## config.mk

```make
export PLATFORM = sky130hd
export DESIGN_NAME = fifo_rd_packer
export DESIGN_NICKNAME = d
export VERILOG_FILES = /design/src/rtl/fifo_rd_packer_pkg.sv /design/src/rtl/fifo_rd_packer.sv
export SDC_FILE = /design/constraint.sdc
export NUM_CORES = 1
export LEC_CHECK = 0
export CAP_MARGIN = 20
export CORE_MARGIN = 4
export CORE_UTILIZATION = 49
export CTS_CLUSTER_DIAMETER = 50
export DETAILED_ROUTE_END_ITERATION = 7
export PLACE_DENSITY = 0.77
export REMOVE_ABC_BUFFERS = 1
export SYNTH_ARGS = -nofsm -noshare
export SYNTH_HDL_FRONTEND = slang
export SYNTH_SLANG_ARGS = --single-unit
```

## constraint.sdc

```tcl
create_clock -name rclk -period 5 [get_ports rclk]
set_input_delay 1 -clock rclk [delete_from_list [all_inputs] [get_ports rclk]]
set_output_delay 1 -clock rclk [all_outputs]
set_load 0.01 [all_outputs]
```

## src/rtl/fifo_rd_packer_pkg.sv

```systemverilog
// Shared types and helpers for the FIFO read-side packer.
// The optional idle auto-flush is enabled by FIFO_RD_PACKER_TIMEOUT_EN.
package fifo_rd_packer_pkg;

  typedef enum logic [1:0] {
    IDLE,
    FILL,
    FULL
  } state_t;

  function automatic int clog2(input int v);
    int r;
    r = 0;
    while ((1 << r) < v) r++;
    return r;
  endfunction

endpackage

```

## src/rtl/fifo_rd_packer.sv

```systemverilog
// Pops FIFO words and packs PACK of them into one valid/ready output beat.
// Define FIFO_RD_PACKER_TIMEOUT_EN to auto-flush a partial word after TIMEOUT idle cycles.
module fifo_rd_packer
  import fifo_rd_packer_pkg::*;
#(
  parameter int DATASIZE = 8,
  parameter int PACK     = 4,
  parameter int TIMEOUT  = 16,
  localparam int OUT_W   = DATASIZE * PACK
) (
  input  logic                rclk,
  input  logic                rrst,
  input  logic                rempty,
  input  logic [DATASIZE-1:0] rdata,
  output logic                rinc,
  input  logic                flush,
  output logic [OUT_W-1:0]    out_data,
  output logic [PACK-1:0]     out_keep,
  output logic                out_valid,
  input  logic                out_ready,
  output logic                busy
);

  localparam int CW = clog2(PACK + 1);

  if (PACK < 2 || TIMEOUT < 1) begin : g_bad_cfg
    $error("fifo_rd_packer: PACK must be >= 2 and TIMEOUT >= 1");
  end

  logic [OUT_W-1:0] acc_q, acc_d;
  logic [CW-1:0]    cnt_q, cnt_d;
  logic             fp_q, fp_d;
  logic [OUT_W-1:0] od_q;
  logic [PACK-1:0]  ok_q, keep_acc;
  logic             ov_q;

  state_t state;
  logic   fpe;
  logic   xfer;
  logic   to_hit;

  always_comb begin
    state = FILL;
    if (cnt_q == '0)               state = IDLE;
    else if (cnt_q == CW'(PACK))   state = FULL;
  end

  // Pop, transfer and accumulator next-state in one place.
  always_comb begin
    fpe   = fp_q || flush || to_hit;
    xfer  = (state == FULL || (fpe && state != IDLE))
            && (!ov_q || out_ready);
    rinc  = !rempty && (state != FULL || xfer);
    acc_d = acc_q;
    cnt_d = cnt_q;
    if (xfer) begin
      acc_d = '0;
      cnt_d = '0;
      if (rinc) begin
        acc_d[DATASIZE-1:0] = rdata;
        cnt_d               = CW'(1);
      end
    end else if (rinc) begin
      for (int k = 0; k < PACK; k++)
        if (cnt_q == CW'(k))
          acc_d[k*DATASIZE +: DATASIZE] = rdata;
      cnt_d = cnt_q + CW'(1);
    end
  end

  always_comb begin
    fp_d = fp_q;
    if (xfer)
      fp_d = 1'b0;
    else if (fpe)
      fp_d = !(state == IDLE && !rinc);
  end

  always_comb begin
    keep_acc = '0;
    for (int k = 0; k < PACK; k++)
      keep_acc[k] = (CW'(k) < cnt_q);
  end

`ifdef FIFO_RD_PACKER_TIMEOUT_EN
  localparam int TW = clog2(TIMEOUT + 1);

  logic [TW-1:0] idle_q, idle_d;

  assign to_hit = (idle_q == TW'(TIMEOUT));

  always_comb begin
    idle_d = idle_q;
    if (rinc || xfer || state != FILL)
      idle_d = '0;
    else if (!to_hit)
      idle_d = idle_q + TW'(1);
  end

  always_ff @(posedge rclk or negedge rrst) begin
    if (!rrst) idle_q <= '0;
    else       idle_q <= idle_d;
  end
`else
  assign to_hit = 1'b0;
`endif

  always_ff @(posedge rclk or negedge rrst) begin
    if (!rrst) begin
      acc_q <= '0;
      cnt_q <= '0;
      fp_q  <= 1'b0;
    end else begin
      acc_q <= acc_d;
      cnt_q <= cnt_d;
      fp_q  <= fp_d;
    end
  end

  always_ff @(posedge rclk or negedge rrst) begin
    if (!rrst) begin
      od_q <= '0;
      ok_q <= '0;
      ov_q <= 1'b0;
    end else if (xfer) begin
      od_q <= acc_q;
      ok_q <= keep_acc;
      ov_q <= 1'b1;
    end else if (out_ready) begin
      ov_q <= 1'b0;
    end
  end

  assign out_data  = od_q;
  assign out_keep  = ok_q;
  assign out_valid = ov_q;
  assign busy      = (cnt_q != '0) || ov_q || fp_q;

  a_cnt_range: assert property (
    @(posedge rclk) disable iff (!rrst) cnt_q <= CW'(PACK)
  );

endmodule

```

==> run metrics <==
post-synthesis xor/xnor area fraction=0.002936; Mapped Area=0.002983 mm2; top post-synthesis cells by area=dfrtp_1 (61%), mux2_2 (12%), mux2i_1 (5.4%); Seq/Total Area, Yosys=0.6124; drt first pass iters=4; clock root buffer=clkbuf_8; DRT iter0 DRCs=114; Pins Over Slew Limit=0; Inserted Diodes=0; final net count=297; worst min-delay path class=flip-flop to flip-flop; Die H=86.02 um; Required @ worst endpoint=4000 ps; first-pass GRT wire length=10050 um; worst reg2reg path depth=6; crit end category=primary output; leading cell types in the layout, fill and taps excluded=dfrtp_1 (73), clkdlybuf4s50_1 (50), mux2_2 (32), nor2_1 (20); CTS resizes=0; routed via count=1915; setup_tns=0 ps; synthesized-area fraction occupied by adder cells=0.01258; Critical Path Fanout Max=4; WHS Path Cells=1; largest family of logic cells by synthesized area=multiplexers; fin crit share=0.6863; Max-Cap Viols=0; crit-path most repeated cell=clkdlybuf4s50_1; Cells after Synth=225; cell breakdown of the critical path=clkdlybuf4s50_1 > and4b_1 > nor2_1 > clkdlybuf4s50_1; drt via density=5.305; Post-CTS Setup Inserts=0; FF-to-FF Start=cnt_q[1]$_DFFE_PN0P_; hpwl dp=3940 um; Reg2Reg Setup Slack=2840 ps; EDFF count, synth=0; initial antenna violation count=0; Hold Buf Count CTS=0; remaining antenna violation count after routing=0; CTS tree=done; Synth async-reset ratio=1.000; largest net degree at the start of global routing=40; layout cells sized above 1=0.2133; Tightest Pin Transition=763.6 ps; gr ovfl total=0; kind of critical path=primary input to primary output; clock buffer depth=2; simple-gate share of the synthesized area=0.09228; top_reg_cell synth=dfrtp_1; min-delay src=acc_q[0]$_DFFE_PN0P_; # setup viols final=0; status=complete, no violations; Layout area overhead=26.80%; Tmin final=3431 ps; Slew HR=0.4910; most common cell after layout, fill and taps aside=dfrtp_1; drt wl/cell=16.25 um; PD cells=668.4 mW/mm2; Crit path largest cell delay=560 ps; port buffer count=51; row count=28; sequential power share=0.393; Die Wd=86.02 um; Pint=0.001687 W; synth warn=0; leading area contributor after synthesis=dfrtp_1; clk sink count=73; R2R Path End=out_data[9]$_DFFE_PN0P_; FILL cells=474; top cell type's share of synthesized area=0.6124; Initial Utilization=0.5038; final WL=5868 um; Fmax=291.4 MHz; leakage power=1.686 nW; crit path launch type=primary input; Worst-Skew Late Latency=340 ps; unrepaired setup endpoints after global routing=false; remaining routing DRC violations=0; Comb pwr share=0.402; htree depth=3; CP max-delay cell=clkdlybuf4s50_1; number of global-route vias before repair=1985; VDD IR-drop max=320.4 uV; RePlAce Congestion=0.8304; skew final=10.66 ps; Core ar.=0.005921 mm2; die area=0.007399 mm2; top-level port count=52; number of buffers created by CTS=9; clock network fraction of total power=0.205; Hold Vio Cnt, Final=0; Synth Register Bits=73; CP arrival=2430 ps; clk slew on worst S/H paths=80 ps; mux contribution to synthesized area=0.1820; Cell variety after synth=33; mean area per synthesized cell=13.26 um2; Compound-Gate Fraction of Synth Area=0.06837; Sw Share=0.3328; total track usage=0.1769; WHS Endpoint=acc_q[0]$_DFFE_PN0P_; Tot Pwr=0.002528 W; Psw=0.0008415 W
## metal layers
metal | part of all wire | GRT usage
met1 | 0.47 | 0.2426
met2 | 0.48 | 0.2747
met3 | 0.032 | 0.03939
met4 | 0.017 | 0.06906
met5 | 0 | 0
## flip-flops by register name (all words and copies together), names as in the netlist
| signal | count |
|---|---|
| acc_q | 32 |
| out_data | 32 |
| out_keep | 4 |
| cnt_q | 3 |
| fp_q | 1 |
| out_valid | 1 |
## synth_stat cells (all sizes together), types with 3 or more instances
master / instances
dfrtp: 73
mux2: 34
nor2: 20
mux2i: 16
nand2: 16
a21oi: 14
a32o: 8
buf: 6
clkbuf: 5
a31oi: 4
inv: 4
ha: 3
o21ai: 3
or3: 3
## cell type report
| type | count | area [um2] | share of cell area |
|---|---|---|---|
| clock buffer | 10 | 137.6 | 0.03639 |
| inverter | 4 | 15.01 | 0.003970 |
| tap | 75 | 93.84 | 0.02481 |
| sequential | 73 | 1827 | 0.4830 |
| multi-input combinational | 137 | 1075 | 0.2842 |
| timing repair buffer | 56 | 543.0 | 0.1436 |
| clock inverter | 6 | 91.34 | 0.02415 |
## worst max path at each step
stage               from                      end  slack, ps  cells past startpoint
2_1_floorplan  out_ready  out_data[0]$_DFFE_PN0P_       2020                      3
3_3_place_gp   out_ready                     rinc       1580                      4
3_5_place_dp   out_ready                     rinc       1560                      4
4_1_cts        out_ready                     rinc       1560                      4
5_1_grt        out_ready                     rinc       1500                      4
6_report       out_ready                     rinc       1570                      4
## critical path: cells and delay by family
family / cells / cell delay [ps]
buf+inv: 2 / 1050
simple gates: 2 / 380
## stage by stage
stage                     utilization  hold WS, ps  cells  worst slack [ps]  cell area [um2]
after floorplan                     -        460.3    214              2018             2910
after global placement         0.6002        468.1    345              1583             3553
after detailed placement       0.6002        476.0    345              1560             3553
after CTS                      0.6388        493.8    361              1560             3782
after global routing           0.6388        513.7    361              1501             3782
final                          0.6388        492.8    361              1569             3782
## cell families (layout without fill, tap and decap cells)
logic type	Yosys count	in the layout
buffers and inverters	15	76
adder cells (fa/ha/maj)	3	3
AO/OA/AOI/OAI	30	30
flip-flops	73	73
multiplexers	50	50
XOR/XNOR	1	1
AND/OR/NAND/NOR	53	53
## power groups by stage
stage	sequential [W]	clock (W)	combinational (W)
final	0.000993	0.000519	0.00102
after detailed placement	0.00101	0	0.00102
after global placement	0.000994	0	0.00100
after CTS	0.000996	0.000528	0.00103
after global routing	0.00103	0.000558	0.00111
after floorplan	0.00103	0	0.000533
Power figures use the tool's default switching activity.
